--- config.mk ---
export PLATFORM = sky130hd
export DESIGN_NAME = stats_reporter_flat
export DESIGN_NICKNAME = d
export VERILOG_FILES = /design/src/rtl/stats_if.sv /design/src/rtl/stats_reporter.sv /design/src/flat_wrapper.sv
export SDC_FILE = /design/constraint.sdc
export NUM_CORES = 1
export LEC_CHECK = 0
export CORE_UTILIZATION = 40
export DETAILED_ROUTE_END_ITERATION = 7
export SYNTH_ARGS = -nofsm -noshare
export SYNTH_HDL_FRONTEND = slang
export SYNTH_SLANG_ARGS = --single-unit
--- constraint.sdc ---
create_clock -name clk -period 3.25 [get_ports clk]
set_clock_uncertainty 0.1 [all_clocks]
set_input_delay 0.325 -clock clk [delete_from_list [all_inputs] [get_ports clk]]
set_output_delay 0.325 -clock clk [all_outputs]
set_load 0.02 [all_outputs]
--- src/rtl/stats_if.sv ---
// Report channel from the statistics producer to its consumer.
// The producer drives the fields and valid. The consumer returns ready.
interface stats_if #(
  parameter int W = 32
);
  logic         report_valid;
  logic         report_ready;
  logic [W-1:0] clk_count;
  logic [W-1:0] instr_count;
  logic [W-1:0] ipc_q;
  logic         overflow;

  modport master (
    output report_valid, clk_count, instr_count, ipc_q, overflow,
    input  report_ready
  );

  modport slave (
    input  report_valid, clk_count, instr_count, ipc_q, overflow,
    output report_ready
  );
endinterface

--- src/rtl/stats_reporter.sv ---
// End-of-run statistics producer. It counts cycles and retired instructions.
// On halt it divides the two counts to get a fixed-point IPC and offers one report.
//
// state  | meaning
// IDLE   | after reset, waiting for start
// RUN    | program running, counters active
// DIV    | serial divide of (instr << FRAC) by cycles
// REPORT | report offered, waiting for handshake
// DONE   | report taken, fields still readable
module stats_reporter #(
  parameter int W    = 32,
  parameter int FRAC = 16
) (
  input  logic     clk,
  input  logic     rst,
  input  logic     start,
  input  logic     instr_retire,
  input  logic     halt,
  output logic     busy,
  stats_if.master  rpt
);
  localparam int NW = W + FRAC;
  localparam int CW = $clog2(NW + 1);

  typedef enum logic [2:0] {IDLE, RUN, DIV, REPORT, DONE} state_t;

  state_t         state, stateNext;
  logic [W-1:0]   clkCnt, instrCnt, ipcQ;
  logic [W-1:0]   clkNext, instrNext;
  logic           ovf, reportValid, clkSat, instrSat;
  logic [NW-1:0]  numer;
  logic [W-1:0]   rem;
  logic [W:0]     remTrial, remDiff;
  logic           qBit;
  logic [CW-1:0]  divCnt;

  always_ff @(posedge clk) begin
    if (rst) state <= IDLE;
    else     state <= stateNext;
  end

  always_comb begin
    stateNext = state;
    case (state)
      IDLE:    if (start) stateNext = RUN;
      RUN:     if (halt) stateNext = DIV;
      DIV:     if (divCnt == '0) stateNext = REPORT;
      REPORT:  if (rpt.report_ready) stateNext = DONE;
      DONE:    if (start) stateNext = RUN;
      default: stateNext = IDLE;
    endcase
  end

  always_comb begin
    clkSat    = &clkCnt;
    instrSat  = instr_retire & (&instrCnt);
    clkNext   = clkSat ? clkCnt : clkCnt + 1'b1;
    instrNext = (instr_retire && !instrSat) ? instrCnt + 1'b1 : instrCnt;
    remTrial  = {rem, numer[NW-1]};
    remDiff   = remTrial - {1'b0, clkCnt};
    qBit      = ~remDiff[W];
  end

  // Quotient bits shift into numer from the bottom, so numer ends up holding the quotient.
  always_ff @(posedge clk) begin
    if (rst) begin
      clkCnt      <= '0;
      instrCnt    <= '0;
      ipcQ        <= '0;
      ovf         <= 1'b0;
      reportValid <= 1'b0;
      numer       <= '0;
      rem         <= '0;
      divCnt      <= '0;
    end else begin
      case (state)
        IDLE, DONE: begin
          if (start) begin
            clkCnt   <= '0;
            instrCnt <= '0;
            ipcQ     <= '0;
            ovf      <= 1'b0;
          end
        end
        RUN: begin
          clkCnt   <= clkNext;
          instrCnt <= instrNext;
          if (clkSat || instrSat) ovf <= 1'b1;
          if (halt) begin
            numer  <= {instrNext, {FRAC{1'b0}}};
            rem    <= '0;
            divCnt <= CW'(NW);
          end
        end
        DIV: begin
          if (divCnt != '0) begin
            numer  <= {numer[NW-2:0], qBit};
            rem    <= qBit ? remDiff[W-1:0] : remTrial[W-1:0];
            divCnt <= divCnt - 1'b1;
          end else begin
            ipcQ        <= numer[W-1:0];
            reportValid <= 1'b1;
          end
        end
        REPORT: begin
          if (rpt.report_ready) reportValid <= 1'b0;
        end
        default: ;
      endcase
    end
  end

  assign busy             = (state == RUN) || (state == DIV) || (state == REPORT);
  assign rpt.report_valid = reportValid;
  assign rpt.clk_count    = clkCnt;
  assign rpt.instr_count  = instrCnt;
  assign rpt.ipc_q        = ipcQ;
  assign rpt.overflow     = ovf;
endmodule
--- src/flat_wrapper.sv ---
// flat-port wrapper written by rule: the top's interface ports become plain ports
module stats_reporter_flat 
#(
  parameter int W    = 32,
  parameter int FRAC = 16
)
  (clk, rst, start, instr_retire, halt, busy, rpt_report_valid, rpt_clk_count, rpt_instr_count, rpt_ipc_q, rpt_overflow, rpt_report_ready);
  stats_if #(.W(W)) rpt_i ();
  input  logic clk;
  input  logic rst;
  input  logic start;
  input  logic instr_retire;
  input  logic halt;
  output logic busy;
  output wire logic [$bits(rpt_i.report_valid)-1:0] rpt_report_valid;
  output wire logic [$bits(rpt_i.clk_count)-1:0] rpt_clk_count;
  output wire logic [$bits(rpt_i.instr_count)-1:0] rpt_instr_count;
  output wire logic [$bits(rpt_i.ipc_q)-1:0] rpt_ipc_q;
  output wire logic [$bits(rpt_i.overflow)-1:0] rpt_overflow;
  input wire logic [$bits(rpt_i.report_ready)-1:0] rpt_report_ready;
  assign rpt_report_valid = rpt_i.report_valid;
  assign rpt_clk_count = rpt_i.clk_count;
  assign rpt_instr_count = rpt_i.instr_count;
  assign rpt_ipc_q = rpt_i.ipc_q;
  assign rpt_overflow = rpt_i.overflow;
  assign rpt_i.report_ready = rpt_report_ready;
  stats_reporter #(.W(W), .FRAC(FRAC)) u_core (.clk(clk), .rst(rst), .start(start), .instr_retire(instr_retire), .halt(halt), .busy(busy), .rpt(rpt_i));
endmodule
==> summary.txt <==
Timing
  • Worst-margin pin slew: 1.13 ns
  • Final hold vios: 0
  • Minimum clock period: 3.11 ns
  • Max-slew violations: 0
  • Fmax: 322 MHz
  • Final setup fails: 0
  • Worst setup margin: 0.142 ns
  • Unrepaired setup endpoints after global routing: yes
  • Worst slew margin: 0.243
  • Tcrit/Tclk final: 0.956

Synth
  • Synthesized Nets: 1353
  • Post-synth top flop: dfxtp_1
  • Largest family of logic cells by synthesized area: simple AND/OR/NAND/NOR gates
  • Post-synthesis instance area: 0.0103 mm²
  • FFs w/ async S/R, synth: 0
  • Compound-Gate Fraction of Synth Area: 0.203
  • Cells after synthesis: 1310
  • Post-synthesis simple-gate area fraction: 0.235
  • Post-synthesis mux area share: 0.0313
  • Sequential-to-total area share from yosys stat: 0.364
  • Number of synthesized flops with an enable pin: 0
  • Ys Warns: 0
  • Mean Syn Cell Area: 7.85 µm²
  • Adder-Cell Fraction of Synth Area: 0.0458
  • FF+latch count, synth: 187
  • Post-synthesis xor/xnor area fraction: 0.0707
  • Distinct cells, synth: 70

Min path
  • Worst Hold End: u_core.rpt.instr_count[17]
  • Worst hold path startpoint: rst
  • Worst Hold Class: primary input to register
  • Hold Path Depth: 2

Critical path
  • Worst reg2reg endpoint: u_core.rem[27]
  • Startpoint Class: register
  • Worst Path Max Fanout: 7
  • WP data required: 3.46 ns
  • Crit path arrival time: 3.32 ns
  • Setup crit end kind: register
  • R2r setup slk: 0.14 ns
  • Crit path kind: register to register
  • R2R Path Start: u_core.numer[47]
  • R2R depth: 16

Finish
  • Area Growth Syn to Fin: 22.5%
  • Register area: 0.00375 mm²
  • Nets: 1459
  • Fill count: 2465
  • Ant. Diodes: 0
  • Final Util: 0.500
  • Layout cells sized above 1: 0.0973
  • Multi-input gate area: 0.00612 mm²

Clock tree
  • CTS Buffer Depth: 2
  • Clock-pin transition on the worst setup and hold timing paths: 0.07 ns
  • Worst-Skew Late Latency: 0.43 ns
  • Htree depth: 4
  • Clock root cell: clkbuf_16
  • CTS Hold Bufs: 0
  • Clk sinks: 187
  • CTS tree: done
  • Num CTS Buffers: 17

Global route
  • First-pass GRT wire length: 45800 µm
  • Total grt overflow: 0
  • Initial antenna violation count: 1
  • Pin count of the biggest net entering global routing: 70
  • GRT Overall Usage: 0.214
  • Vias in the first global route: 9051

Die
  • FP Rows: 58
  • Core area: 0.0252 mm²
  • Initial Util: 0.408
  • Die height: 162 µm
  • Die Wd: 162 µm
  • Full die area: 0.0264 mm²
  • IO Pins: 105

Power
  • PwrDens: 789 mW/mm²
  • Leakage: 0.00452 µW
  • VDD IR max: 0.604 mV

Drt
  • DR iter-0 viols: 574
  • DR top layer: met5
  • DR WL met3: 1140 µm
  • TritonRoute pass-1 iters: 5
  • Residual DRC: 0
  • Via count: 9532
  • M1 WL: 13000 µm
  • ANT nets after route: 0
  • Met2 routed WL: 13100 µm
  • WL per Instance: 15.7 µm
  • Routed WL: 27600 µm
  • Via/cell ratio: 5.42

Placed design
  • RD Place Congestion: 0.863
  • Pre-CTS WS: -0.0866 ns
  • HPWL Detailed: 19400 µm
  • PortBufs: 104

Status
  • Outcome: complete, no violations

Job
  • Max Cap Viol: 0
-- sequential cells by signal (all words and copies together) (netlist names) --
register                 cells
u_core.numer                48
u_core.rem                  32
u_core.rpt.clk_count        32
u_core.rpt.instr_count      32
u_core.rpt.ipc_q            32
u_core.divCnt                6
u_core.state                 3
u_core.rpt.overflow          1
u_core.rpt.report_valid      1
-- Yosys cell counts (14+ instances only) --
cell      instances  area, µm²
a21oi_1         113        566
nand2_1         161        604
inv_1            48        180
dfxtp_1         187       3740
a211oi_1         16        120
nand4_1          15       93.8
xor2_1           24        210
xnor2_1          59        517
a31oi_1          25        156
a21o_1           22        165
o21ai_1          23        115
mux2i_1          31        310
o21ai_0          54        270
clkbuf_1         68        255
nor2_1          143        537
and3_1           15       93.8
a22oi_1          22        165
nor3_1           22        110
ha_1             36        450
nand3_1          83        415
and4_1           14        123
-- cells in the final DEF (no fill, tap or decap), drive strengths merged, types with 22 or more instances in the layout --
master	instances
nor2	143
nor3	22
inv	57
xnor2	59
a31oi	25
a21o	22
xor2	24
a21oi	113
buf	64
o21ai	79
a22oi	22
nand2	161
nand3	83
ha	36
dfxtp	187
clkdlybuf4s50	103
mux2i	31
-- critical path, stage by stage (launching register included) --
cell and delay, ns:
dfxtp_2 0.32, inv_2 0.05, ha_4 0.13, inv_2 0.04
fa_2 0.35, a211oi_2 0.21, o21ai_2 0.08, o2111a_1 0.29
nor4_4 0.23, o31ai_4 0.10, a211oi_2 0.22, buf_4 0.14
a211oi_4 0.04, buf_6 0.13, buf_6 0.13, and2_4 0.15
a221o_1 0.28
-- metrics by stage --
| stage | hold slack, ns | cell area [µm²] | total power [µW] | setup TNS, ns | cells |
|---|---|---|---|---|---|
| after CTS | 0.339 | 12500 | 9850 | 0 | 1757 |
| after detailed placement | 0.343 | 11900 | 7460 | -1.98 | 1723 |
| final | 0.332 | 12600 | 9930 | 0 | 1758 |
| after floorplan | 0.332 | 10300 | 6190 | -3.26 | 1310 |
| after global placement | 0.342 | 11900 | 7430 | 0 | 1723 |
| after global routing | 0.375 | 12600 | 10600 | -0.0256 | 1758 |
-- cell families after synthesis --
family | after synthesis
simple gates | 512
compound gates | 331
flops | 187
buf+inv | 128
xor+xnor | 83
fa+ha+maj | 37
mux | 32
-- layer usage --
metal	vias up	global-route usage
met5	-	0
met4	2	0.0540
met3	26	0.0400
met2	173	0.364
met1	4496	0.277
li1	4835	-
-- worst max path at each step --
stage                     end  cells past startpoint  slack, ns                      from
3_5_place_dp   u_core.rem[29]                     14      -0.09          u_core.numer[47]
3_3_place_gp   u_core.rem[29]                     14      0.007          u_core.numer[47]
5_1_grt        u_core.rem[31]                     11      -0.03  u_core.rpt.clk_count[11]
4_1_cts         u_core.rem[0]                     16      0.001          u_core.numer[47]
2_1_floorplan  u_core.rem[20]                     13      -0.15   u_core.rpt.clk_count[0]
6_report       u_core.rem[27]                     16       0.14          u_core.numer[47]
-- final cells by class --
class	instances	area share
clock inverters	13	0.00993
well taps	330	0.0328
multi-input cells	995	0.486
repair buffers	167	0.125
clock buffers	18	0.0341
flip-flops and latches	187	0.298
inverters	48	0.0143
-- power by group --
group / internal, µW / total (µW) / switching (µW)
Sequential: 2420 / 2540 / 118
Combinational: 2370 / 5380 / 3010
Clock: 1020 / 2020 / 1000
Total: 5800 / 9930 / 4130
-- repair_timing --
action / in CTS / in global routing
endpoints found under the setup margin: 31 / 15
cloned: 1 / 0
resized for setup: 0 / 17
buffers inserted: 2 / 1
pin swaps: 2 / 2
Power figures use the tool's default switching activity.
